**config.mk**
```make
export PLATFORM = sky130hd
export DESIGN_NAME = lsu_mem_port
export DESIGN_NICKNAME = d
export VERILOG_FILES = /design/src/rtl/lsu_mem_port.sv
export SDC_FILE = /design/constraint.sdc
export NUM_CORES = 1
export LEC_CHECK = 0
export CELL_PAD_IN_SITES_DETAIL_PLACEMENT = 1
export CELL_PAD_IN_SITES_GLOBAL_PLACEMENT = 2
export CORE_UTILIZATION = 33
export DETAILED_ROUTE_END_ITERATION = 12
export DONT_BUFFER_PORTS = 1
export GPL_TIMING_DRIVEN = 0
export PLACE_DENSITY = 0.8
export SETUP_SLACK_MARGIN = 0.1
export SYNTH_ARGS = -nofsm -noshare
export SYNTH_HDL_FRONTEND = slang
export SYNTH_SLANG_ARGS = --single-unit
```
**constraint.sdc**
```tcl
create_clock -name clk -period 2 [get_ports clk]
set_input_delay 0.6 -clock clk [delete_from_list [all_inputs] [get_ports clk]]
set_output_delay 0.6 -clock clk [all_outputs]
set_load 0.02 [all_outputs]
```
**src/rtl/lsu_mem_port.sv**
```systemverilog
// lsu_mem_port: single-outstanding load/store initiator between the RV64I
// memory stage and a 64 KiB byte-addressed data memory. Checks range,
// alignment and funct3 legality, drives the byte write mask and store data
// for one ACCESS cycle, and returns sign/zero-extended load data over a
// valid/ready response handshake.
module lsu_mem_port (
  input  logic        clk,
  input  logic        rst_n,
  input  logic        req_valid,
  output logic        req_ready,
  input  logic        req_we,
  input  logic [2:0]  req_funct3,
  input  logic [63:0] req_addr,
  input  logic [63:0] req_wdata,
  output logic        resp_valid,
  input  logic        resp_ready,
  output logic [63:0] resp_rdata,
  output logic        resp_err,
  output logic [7:0]  mem_w_mask,
  output logic [15:0] mem_address,
  output logic [63:0] mem_write_data,
  input  logic [63:0] mem_read_data
);

  localparam int unsigned AW = 16;
  localparam int unsigned DW = 64;
  localparam int unsigned MW = DW / 8;
  localparam int unsigned F3W = 3;

  localparam logic [1:0] S_IDLE   = 2'd0;
  localparam logic [1:0] S_ACCESS = 2'd1;
  localparam logic [1:0] S_RESP   = 2'd2;

  // funct3[1:0] encodes the access size for both signed and unsigned forms
  localparam logic [1:0] SZ_B = 2'b00;
  localparam logic [1:0] SZ_H = 2'b01;
  localparam logic [1:0] SZ_W = 2'b10;
  localparam logic [1:0] SZ_D = 2'b11;

  logic [1:0]     state_q, state_d;
  logic           we_q, we_d;
  logic [F3W-1:0] funct3_q, funct3_d;
  logic           req_ready_q, req_ready_d;
  logic           resp_valid_q, resp_valid_d;
  logic           resp_err_q, resp_err_d;
  logic [DW-1:0]  rdata_q, rdata_d;
  logic [MW-1:0]  mask_q, mask_d;
  logic [AW-1:0]  addr_q, addr_d;
  logic [DW-1:0]  wdata_q, wdata_d;

  logic           req_err_c;
  logic           misalign_c;
  logic           range_err_c;
  logic           funct3_err_c;
  logic [MW-1:0]  req_mask_c;
  logic [DW-1:0]  load_ext_c;

  // Request legality: upper address bits, natural alignment, funct3 code
  always_comb begin
    range_err_c = |req_addr[63:AW];
    misalign_c  = 1'b0;
    case (req_funct3[1:0])
      SZ_B:    misalign_c = 1'b0;
      SZ_H:    misalign_c = req_addr[0];
      SZ_W:    misalign_c = |req_addr[1:0];
      SZ_D:    misalign_c = |req_addr[2:0];
      default: misalign_c = 1'b0;
    endcase
    if (req_we) begin
      funct3_err_c = req_funct3[2];
    end else begin
      funct3_err_c = (req_funct3 == 3'b111);
    end
    req_err_c = range_err_c | misalign_c | funct3_err_c;
  end

  // Byte write mask for the incoming store, low bytes first
  always_comb begin
    req_mask_c = '0;
    case (req_funct3[1:0])
      SZ_B:    req_mask_c = 8'b0000_0001;
      SZ_H:    req_mask_c = 8'b0000_0011;
      SZ_W:    req_mask_c = 8'b0000_1111;
      SZ_D:    req_mask_c = 8'b1111_1111;
      default: req_mask_c = '0;
    endcase
  end

  // Extend the little-endian read word according to the captured funct3
  always_comb begin
    load_ext_c = '0;
    case (funct3_q)
      3'b000:  load_ext_c = {{56{mem_read_data[7]}},  mem_read_data[7:0]};
      3'b001:  load_ext_c = {{48{mem_read_data[15]}}, mem_read_data[15:0]};
      3'b010:  load_ext_c = {{32{mem_read_data[31]}}, mem_read_data[31:0]};
      3'b011:  load_ext_c = mem_read_data;
      3'b100:  load_ext_c = {56'd0, mem_read_data[7:0]};
      3'b101:  load_ext_c = {48'd0, mem_read_data[15:0]};
      3'b110:  load_ext_c = {32'd0, mem_read_data[31:0]};
      default: load_ext_c = '0;
    endcase
  end

  // Next-state and registered-output logic
  always_comb begin
    state_d      = state_q;
    we_d         = we_q;
    funct3_d     = funct3_q;
    rdata_d      = rdata_q;
    resp_err_d   = resp_err_q;
    mask_d       = mask_q;
    addr_d       = addr_q;
    wdata_d      = wdata_q;

    case (state_q)
      S_IDLE: begin
        if (req_valid) begin
          we_d       = req_we;
          funct3_d   = req_funct3;
          rdata_d    = '0;
          resp_err_d = req_err_c;
          if (req_err_c) begin
            // Illegal requests skip the memory entirely
            state_d = S_RESP;
          end else begin
            state_d = S_ACCESS;
            addr_d  = req_addr[AW-1:0];
            if (req_we) begin
              wdata_d = req_wdata;
              mask_d  = req_mask_c;
            end
          end
        end
      end
      S_ACCESS: begin
        // Store commits at the closing edge; load samples the read word
        state_d = S_RESP;
        mask_d  = '0;
        if (!we_q) begin
          rdata_d = load_ext_c;
        end
      end
      S_RESP: begin
        if (resp_ready) begin
          state_d = S_IDLE;
        end
      end
      default: begin
        state_d = S_IDLE;
        mask_d  = '0;
      end
    endcase

    req_ready_d  = (state_d == S_IDLE);
    resp_valid_d = (state_d == S_RESP);
  end

  // State and output registers; async reset also aborts an in-flight store
  always_ff @(posedge clk or negedge rst_n) begin
    if (!rst_n) begin
      state_q      <= S_IDLE;
      we_q         <= 1'b0;
      funct3_q     <= '0;
      req_ready_q  <= 1'b1;
      resp_valid_q <= 1'b0;
      resp_err_q   <= 1'b0;
      rdata_q      <= '0;
      mask_q       <= '0;
      addr_q       <= '0;
      wdata_q      <= '0;
    end else begin
      state_q      <= state_d;
      we_q         <= we_d;
      funct3_q     <= funct3_d;
      req_ready_q  <= req_ready_d;
      resp_valid_q <= resp_valid_d;
      resp_err_q   <= resp_err_d;
      rdata_q      <= rdata_d;
      mask_q       <= mask_d;
      addr_q       <= addr_d;
      wdata_q      <= wdata_d;
    end
  end

  assign req_ready      = req_ready_q;
  assign resp_valid     = resp_valid_q;
  assign resp_err       = resp_err_q;
  assign resp_rdata     = rdata_q;
  assign mem_w_mask     = mask_q;
  assign mem_address    = addr_q;
  assign mem_write_data = wdata_q;

endmodule

```
== After elaboration in Yosys (flattened, before gate mapping) ==
Index checks and enable logic that the tools add are counted.
Cells by class
  eq/ne operators: 17
  multiplexer cells: 15
  reductions and logical operators: 13
  bitwise operators: 4
Operator list (count)
  $pmux W64 S7: 1
  $mux W64: 2
  $pmux W64 S2: 1
  $reduce_or A48 Y1: 1
  $pmux W8 S4: 1
  $mux W8: 3
  $pmux W8 S2: 1
  $eq A3 B3 Y1 const B: 4
  $eq A2 B2 Y1 const B: 4
  $ne A2 B2 Y1 const B: 4
  $reduce_and A4 Y1: 2
  $eq A3 B2 Y1 const B: 2
  $logic_not A2 Y1: 3
  $mux W2: 3
  $pmux W2 S3: 1
  $reduce_and A3 Y1: 2
  $eq A2 B1 Y1 const B: 2
  $pmux W1 S4: 1
  $eq A3 B1 Y1 const B: 1
  $logic_not A3 Y1: 1
  $reduce_or A3 Y1: 1
  $not A1 Y1: 2
  $or A1 B1 Y1: 2
  $reduce_and A2 Y1: 1
  other kinds (3): 3
Word-level totals
  output and inout bits: 155
  logic and storage cells: 59
  bits in registers: 161
  bits of input ports: 200

== Longest topological paths before layout ==
Gate-level depths: netlist of run 1.
  depth in word-level cells: 8
  gate-level depth with buffers: 7
  gate-level depth less buffers: 5

== Worst setup path after synthesis of run 1 ==
Ideal clock, no wire load.
  path kind: input -> register
  start point: input port req_addr[39]
  end point: register wdata_q[47] (netlist: mem_write_data[47])
  stages on the path: 7
  data arrival time: 2127 ps
  data required time: 1875 ps
  slack: -252 ps
  setup time: 125 ps
  path buffers: 2
  path through: nor4_1 nand4_1 a211oi_2 nand4_2 buf_6 buf_6 mux2_4
On the way
  cells in the longest elaborated chain, start to end: 5
Ends and longest elaborated chain
  from (decl): RTL line 13  | input logic [63:0] req_addr,
  $reduce_or A48 Y1: RTL line 60  | range_err_c = |req_addr[63:AW];
  $or A1 B1 Y1 (2 in a row): RTL line 74  | req_err_c = range_err_c | misalign_c | funct3_err_c;
  $not A1 Y1 (no line)
  $reduce_and A4 Y1 (no line)
  to (signal assigned): RTL line 181  | wdata_q <= wdata_d;
  to (decl): RTL line 49  | logic [DW-1:0] wdata_q, wdata_d;
Every way passes these cells.
A chain may end at the register's enable or synchronous reset.

== Worst setup path after layout of run 1 ==
  start point: input port req_addr[51]
  end point: register wdata_q[53] (netlist: mem_write_data[53])
Same word-level chain as after synthesis.

==> results.toml, run 1 <==
[drt]
drc = 0
wl_um = 18700
ant_nets = 0
first_pass_iters = 4
avgRoutedWirePerCell_um = 23.6
vias = 4303
vias_per_cell = 5.42
first_iter_violations = 149

[setup_path]
cp-startpoint = "req_addr[51]"
crit_arrival_ns = 2.20
r2r-start = "state_q[0]"
cp_slowest_cell = "a211oi_4"
slowest_delay_ns = 0.34
critical_path_class = "in2reg"
path_max_fanout = 5
path_buf_inv = 2
cp-start-kind = "input pin"
path_cells = "nor4_4 -> nand3_1 -> a211oi_4 -> nand4_4 -> buf_12 -> clkbuf_16 -> mux2_4"
end_kind = "register"
path_delay_family = "simple AND/OR/NAND/NOR gates"
required_ns = 2.29

[layout]
syn2layout_area_growth_pct = 21.9
nFillCells = 1953
layout.nets = 747
multi_input_area_um2 = 2390
fin_cells = 794
register_area_um2 = 3930
mostFrequentLayoutCell = "dfrtp_1"
diodes = 0
final_cell_area_um2 = 7740
drive_gt1_share_pct = 31.6
final_util_pct = 41.2
final_cell_mix = "153 x dfrtp_1, 67 x mux2_2, 62 x nand2_1"

[sta]
min_period_over_period_pct = 95.6
worst_hold_slack_ns = -0.128
max_slew_margin_pct = 38.9
layout_min_cycle_time_ns = 1.91
worst_pin_slew_ns = 0.910
setup-tns-final_ns = 0
slew_viol_final = 0
fmax_mhz = 523
setup_slack_ns = 0.0877
clock_skew_ns = 0.0109
hold_violations = 156
rsz0062_at_grt = "yes"
setup_viol = 0

[logic_synthesis]
syn_nets = 714
synth_top_area_share_pct = 61.5
synth.top_cells.by_area = "dfrtp_1 62%, mux2_2 12%, a21oi_1 4.6%"
synth_cells = 514
ys_seq_area_share_pct = 61.9
yosysUniqueCellTypes = 34
async_flop_share_pct = 100
synth_seq_cells = 157
yosys.area.top_type = "dfrtp_1"
yosys_warnings = 0
syn_avg_cell_area_um2 = 12.3
synth-edff-count = 0
synthFlopType = "dfrtp_1"
syn-cell-area_um2 = 6350

[placement]
place_area_um2 = 6660
numPortBuffers = 0
post-place-ws_ns = -0.809
dp.cells = 748
routabilityCongestion = 0.822
dp_hpwl_um = 13900

[clock_tree]
clk_latency_ns = 0.42
cts_tree = "done"
numCtsBuffers = 17
clkSinkCount = 157
cts_root_buffer = "clkbuf_16"
path_clk_slew_ns = 0.07
cts_buffer_depth = 2
htree_levels = 4

[status]
violations = "hold timing"
status = "finished with violations"

[grt]
grt_max_degree = 158
grt_usage_pct = 18.7
grt_overflow = 0
antenna_found_initial = 0
grt_pass1_vias = 4669
grt_pass1_wl_um = 28000

[floorplanning]
core-area_um2 = 18800
io_pins = 355
initial_core_util_pct = 33.8
rows = 50
die-area_um2 = 19800
die_y_um = 141
dieWidth_um = 141

[power_and_ir_drop]
internal_power_mw = 5.54
p_leak_nw = 3.67
p_clk_share_pct = 48.2
p_per_area_nw_per_um2 = 944
finalPower_mw = 7.30
p_comb_share_pct = 7.0
seqPwrFrac_pct = 44.7
peakVddDrop_uv = 488
sw_frac_of_total_pct = 24.2
p_sw_mw = 1.76

[min_path]
hp-class = "in2async"

[run]
drv_cap = 0
==> cell families after synthesis <==
| group | count (synthesis) | share of synthesized area, % |
|---|---|---|
| flip-flops | 157 | 61.9 |
| multiplexers | 84 | 15.9 |
| buffers and inverters | 36 | 2.88 |
| AND/OR/NAND/NOR | 103 | 7.67 |
| AO/OA/AOI/OAI | 134 | 11.7 |
==> path summary, 6_finish.rpt <==
check | end | slack (ns) | cells after the start
worst min register to register | req_ready | 0.52 | 1
worst min-delay path | mem_write_data[15] | -0.13 | 0
min in group clk | mem_w_mask[3] | 0.32 | 2
max in group asynchronous | mem_write_data[49] | 1.86 | 0
worst max register to register | mem_write_data[53] | 0.18 | 6
worst max-delay path | mem_write_data[53] | 0.09 | 7
==> Yosys cell counts, types with 3 or more instances <==
library cell and n:
buf_2 8, o21ai_0 53, dfrtp_1 156, nand2b_1 3, o2bb2ai_1 3, nand2_1 62, a21oi_1 58, nand4_1 3
mux2_2 68, nor2_1 9, buf_6 3, clkbuf_1 20, buf_4 4, mux2_4 16, nor4_1 12, o21ai_1 5
a22o_1 8
==> routing by layer <==
metal / vias to the layer above / wire length (um) / share of wire (%) / GRT usage [%]
met3: 21 / 1290 / 6.9 / 5.81
met4: 0 / 324 / 1.7 / 6.01
met5: - / 0 / 0 / 0
li1: 1881 / - / - / -
met1: 2218 / 7890 / 42 / 24.1
met2: 183 / 9230 / 49 / 30.1
==> layout make-up <==
| class | count | share of cell area (%) |
|---|---|---|
| Buffer | 33 | 3.38 |
| Clock buffer | 17 | 5.50 |
| Clock inverter | 15 | 2.81 |
| Inverter | 1 | 0.0485 |
| Multi-Input combinational cell | 321 | 30.8 |
| Sequential cell | 157 | 50.8 |
| Tap cell | 234 | 3.78 |
| Timing Repair Buffer | 16 | 2.78 |
==> flip-flops by register name, indices dropped and copies added, names as in the netlist <==
| signal | flops |
|---|---|
| funct3_q | 3 |
| mem_address | 16 |
| mem_write_data | 64 |
| resp_err | 1 |
| mem_w_mask | 4 |
| resp_rdata | 64 |
| we_q | 1 |
| req_ready | 1 |
| resp_valid | 1 |
| state_q | 2 |
==> repair_timing <==
action                                  4_1_cts  5_1_grt
buffers inserted                             12        0
gates resized for setup                      40       28
cloned                                        0        4
endpoints found under the hold margin       156      156
pin swaps                                     7        5
endpoints found under the setup margin      148      140
==> power groups by stage <==
stage,clock [mW],sequential [mW],combinational [mW]
after floorplan,0,3.30,0.354
after global placement,0,3.32,0.449
after global routing,3.73,3.28,0.574
after CTS,3.61,3.27,0.508
after detailed placement,0,3.32,0.471
final,3.52,3.27,0.513
(Power assumes the default switching activity.)
==> run 2, diff against run 1 <==
- ABC_AREA: not set -> 1
- CORE_UTILIZATION: 33 -> 31
- PLACE_DENSITY: 0.8 -> 0.81
==> results.toml, run 2 <==
[logic_synthesis]
yosys.area.top_type = "dfrtp_1"
synth_most_common_cell = "nand2_1"
synth_cells = 755
synth.top_cells.by_area = "dfrtp_1 58%, nand2_1 11%, o22ai_1 5.9%"
yosys-top-cells-count = "206 x nand2_1, 156 x dfrtp_1, 81 x inv_1"
yosys_warnings = 0
synth_seq_cells = 157
async_flop_share_pct = 100
yosysUniqueCellTypes = 25
ys_seq_area_share_pct = 58.0
synthFlopType = "dfrtp_1"
syn-cell-area_um2 = 6770
synth-edff-count = 0
syn_nets = 955
syn_avg_cell_area_um2 = 8.97
synth_top_area_share_pct = 57.6

[setup_path]
path_cells = "nor2_1 -> nand2_2 -> nor2_4 -> buf_4 -> clkbuf_1 -> nand3_1 -> nand2_1"
path_delay_family = "simple AND/OR/NAND/NOR gates"
slowest_delay_ns = 0.41
crit_arrival_ns = 2.14
required_ns = 2.35
cp_slowest_cell = "dfrtp_1"
cp-start-kind = "register"
r2r_end = "mem_write_data[24]"
critical_path_class = "reg2reg"
r2r_setup_slack_ns = 0.21
end_kind = "register"
rr_worst_depth = 7
r2r-start = "state_q[1]"
path_max_fanout = 10
path_buf_inv = 2

[clock_tree]
numCtsBuffers = 17
cts_root_buffer = "clkbuf_16"
htree_levels = 4
cts_tree = "done"
clk_latency_ns = 0.42
cts_buffer_depth = 2
clkSinkCount = 157
path_clk_slew_ns = 0.07

[drt]
vias = 5314
drc = 0
wl_um = 21000
avgRoutedWirePerCell_um = 19.6
vias_per_cell = 4.98
first_pass_iters = 5
first_iter_violations = 223
ant_nets = 0

[grt]
grt_pass1_vias = 5517
grt_usage_pct = 18.6
grt_pass1_wl_um = 31500
grt_max_degree = 158
antenna_found_initial = 0
grt_overflow = 0

[sta]
rsz0062_at_grt = "no"
hold_violations = 156
fmax_mhz = 558
min_period_over_period_pct = 89.6
slew_viol_final = 0
clock_skew_ns = 0.0128
setup_slack_ns = 0.208
layout_min_cycle_time_ns = 1.79
worst_pin_slew_ns = 0.485
worst_hold_slack_ns = -0.138
max_slew_margin_pct = 67.7
setup_viol = 0

[placement]
numPortBuffers = 0
place_area_um2 = 7120
post-place-ws_ns = -0.170
dp_hpwl_um = 15400
routabilityCongestion = 0.776

[floorplanning]
core-area_um2 = 21200
io_pins = 355
rows = 53
die_y_um = 150
die-area_um2 = 22400
initial_core_util_pct = 31.9
dieWidth_um = 150

[layout]
diodes = 0
final_cell_mix = "206 x nand2_1, 155 x dfrtp_1, 81 x inv_1"
mostFrequentLayoutCell = "nand2_1"
drive_gt1_share_pct = 13.7
final_cell_area_um2 = 7770
syn2layout_area_growth_pct = 14.8
final_util_pct = 36.6
layout.nets = 980

[power_and_ir_drop]
p_per_area_nw_per_um2 = 906
peakVddDrop_uv = 480
finalPower_mw = 7.04
p_leak_nw = 3.82

[run]
drv_cap = 0

[status]
violations = "hold timing"
status = "finished with violations"

[min_path]
hp-class = "in2async"
==> run 2: per-stage QoR <==
step	cells	setup TNS [ns]
CTS	1062	0
global route	1068	0
finish	1068	0
global placement	1030	-3.93
detailed placement	1030	-5.29
floorplan	755	0
==> run 2: power by group <==
| group | total [mW] | switching, mW | internal [mW] | leakage [nW] |
|---|---|---|---|---|
| Combinational | 0.632 | 0.417 | 0.215 | 1.39 |
| Sequential | 3.23 | 0.0327 | 3.20 | 2.17 |
| Clock | 3.18 | 1.43 | 1.75 | 0.263 |
==> run 2: cell type report <==
class / instances / area, um^2
Timing Repair Buffer: 6 / 57.6
Multi-Input combinational cell: 463 / 2250
Sequential cell: 157 / 3930
Inverter: 88 / 330
Fill cell: 2521 / 13400
Buffer: 47 / 292
Clock buffer: 19 / 433
Clock inverter: 13 / 133
Tap cell: 275 / 344
==> run 2: cells by family after synthesis <==
logic type      share of synthesized area [%]
flops                                    58.0
compound gates                           11.4
simple gates                             21.6
buf+inv                                  9.02
==> run 2: what timing repair did <==
item,in CTS,in global routing
setup endpoints to repair,127,73
gates resized for setup,4,19
buffers inserted,0,6
pin swaps,0,2
hold endpoints to repair,156,156
==> run 2: metal layers <==
metal | share of wire, % | vias to the layer above | wire length [um] | GRT usage (%)
met5 | 0 | - | 0 | 0
met4 | 1.3 | 0 | 263 | 4.85
met3 | 9.0 | 14 | 1890 | 6.86
met2 | 50 | 230 | 10500 | 31.2
met1 | 40 | 2581 | 8320 | 22.3
li1 | - | 2489 | - | -
==> run 2: how the worst max path moves through the flow <==
stage / start / end / slack [ns] / cells past startpoint
after floorplan: req_addr[59] / mem_write_data[10] / 0.27 / 10
after global placement: req_valid / mem_write_data[8] / -0.13 / 7
after detailed placement: req_valid / mem_write_data[6] / -0.17 / 7
after CTS: funct3_q[1] / resp_rdata[27] / 0.15 / 4
after global routing: state_q[1] / mem_address[10] / 0.10 / 8
final: state_q[1] / mem_write_data[24] / 0.21 / 7
==> run 3, diff against run 2 <==
- CORE_ASPECT_RATIO: not set -> 0.8
==> results.toml, run 3 (synthesized netlist as in run 2, its figures left out) <==
[placement]
dp_hpwl_um = 16200
post-place-ws_ns = -0.137
routabilityCongestion = 0.792
numPortBuffers = 0
dp.cells = 1024

[power_and_ir_drop]
p_leak_nw = 3.82
peakVddDrop_uv = 553
p_per_area_nw_per_um2 = 902

[sta]
fmax_mhz = 553
clock_skew_ns = 0.00911
worst_pin_slew_ns = 0.595
max_slew_margin_pct = 60.2
rsz0062_at_grt = "yes"
min_period_over_period_pct = 90.4
worst_hold_slack_ns = -0.128
setup_slack_ns = 0.193
hold_violations = 156
setup_viol = 0
layout_min_cycle_time_ns = 1.81
slew_viol_final = 0

[drt]
vias_per_cell = 4.97
vias = 5269
first_pass_iters = 4
drc = 0
avgRoutedWirePerCell_um = 20.6
wl_um = 21800
ant_nets = 0
first_iter_violations = 290

[floorplanning]
die_y_um = 134
rows = 47
dieWidth_um = 167
core-area_um2 = 21100
die-area_um2 = 22400
io_pins = 355
initial_core_util_pct = 32.2

[run]
drv_cap = 0

[grt]
grt_usage_pct = 19.6
antenna_found_initial = 1
grt_max_degree = 158
grt_pass1_wl_um = 33500
grt_overflow = 0
grt_pass1_vias = 5640

[setup_path]
path_max_fanout = 5
required_ns = 1.40
slowest_delay_ns = 0.57
cp-start-kind = "register"
path_cells = "buf_4"
path_delay_family = "flip-flops"
path_buf_inv = 1
end_kind = "output port"
crit_arrival_ns = 1.21
cp_slowest_cell = "dfrtp_1"
critical_path_class = "reg2out"

[clock_tree]
clkSinkCount = 157
htree_levels = 4
clk_latency_ns = 0.42
cts_tree = "done"
numCtsBuffers = 17
path_clk_slew_ns = 0.07
cts_buffer_depth = 2
cts_root_buffer = "clkbuf_16"

[layout]
layout.nets = 977
drive_gt1_share_pct = 13.8
mostFrequentLayoutCell = "nand2_1"
final_cell_mix = "205 x nand2_1, 156 x dfrtp_1, 81 x inv_1"
syn2layout_area_growth_pct = 14.4
fin_cells = 1060

[min_path]
hp-class = "in2async"

[status]
status = "finished with violations"
violations = "hold timing"
## run 3: cell count changes in the layout (fill, tap and decap cells not counted), sizes merged
cell,before,now
bufinv,1,0
buf,37,34
clkbuf,35,34
diode,0,1
clkinvlp,4,1
inv,93,95
clkinv,3,6
## run 3: repair_timing
action                                  CTS  global route
buffers inserted                          0             3
endpoints found under the setup margin  118           126
pin swaps                                 0             2
endpoints found under the hold margin   156           156
gates resized for setup                   2            26
## run 3: worst paths after layout
| path | slack (ns) | to | depth (start not counted) | startpoint |
|---|---|---|---|---|
| worst max register to register | 0.20 | resp_rdata[16] | 4 | funct3_q[1] |
| worst min register to register | 0.62 | mem_write_data[16] | 2 | mem_write_data[16] |
| min in group clk | 0.29 | mem_address[6] | 2 | req_addr[6] |
| worst min-delay path | -0.13 | resp_rdata[61] | 0 | rst_n |
| worst max-delay path | 0.19 | mem_w_mask[7] | 1 | mem_w_mask[6] |
| max in group asynchronous | 1.85 | req_ready | 0 | rst_n |
## run 3: through the flow
stage | hold slack [ns] | cell area, um^2 | total power [mW] | setup TNS [ns] | util [%]
2_1_floorplan | 0.304 | 6770 | 3.76 | 0 | -
3_3_place_gp | 0.307 | 7110 | 3.90 | -3.81 | 33.8
3_5_place_dp | 0.308 | 7110 | 3.92 | -5.03 | 33.8
4_1_cts | -0.152 | 7680 | 7.07 | 0 | 36.5
5_1_grt | -0.167 | 7740 | 7.29 | 0 | 36.8
6_report | -0.128 | 7740 | 6.98 | 0 | 36.8
## run 3: cell type report
cell class | instances | area (um^2)
clock buffers | 18 | 429
clock inverters | 14 | 130
well taps | 269 | 337
inverters | 88 | 333
multi-input cells | 463 | 2250
flip-flops and latches | 157 | 3930
fillers | 2480 | 13300
plain buffers | 47 | 294
diodes | 1 | 2.50
repair buffers | 3 | 35.0
## run 3: layer usage
| layer | wire (um) | part of all wire (%) | vias up | global-route usage, % |
|---|---|---|---|---|
| met1 | 8700 | 40 | 2553 | 22.7 |
| li1 | - | - | 2489 | - |
| met5 | 0 | 0 | - | 0 |
| met3 | 1980 | 9.1 | 12 | 8.06 |
| met4 | 208 | 0.95 | 0 | 4.43 |
| met2 | 10900 | 50 | 215 | 33.7 |
## run 3: where the power goes
group | internal [mW] | total, mW | leakage (nW) | switching [mW]
logic | 0.218 | 0.647 | 1.37 | 0.430
registers | 3.20 | 3.23 | 2.18 | 0.0326
clock network | 1.64 | 3.10 | 0.273 | 1.46
total | 5.06 | 6.98 | 3.82 | 1.92
## run 3: worst register-to-register path, cell delays in order (launching register included)
cell	delay (ns)
dfrtp_1	0.36
inv_1	0.12
o311ai_4	0.60
clkbuf_1	0.44
o22ai_1	0.14
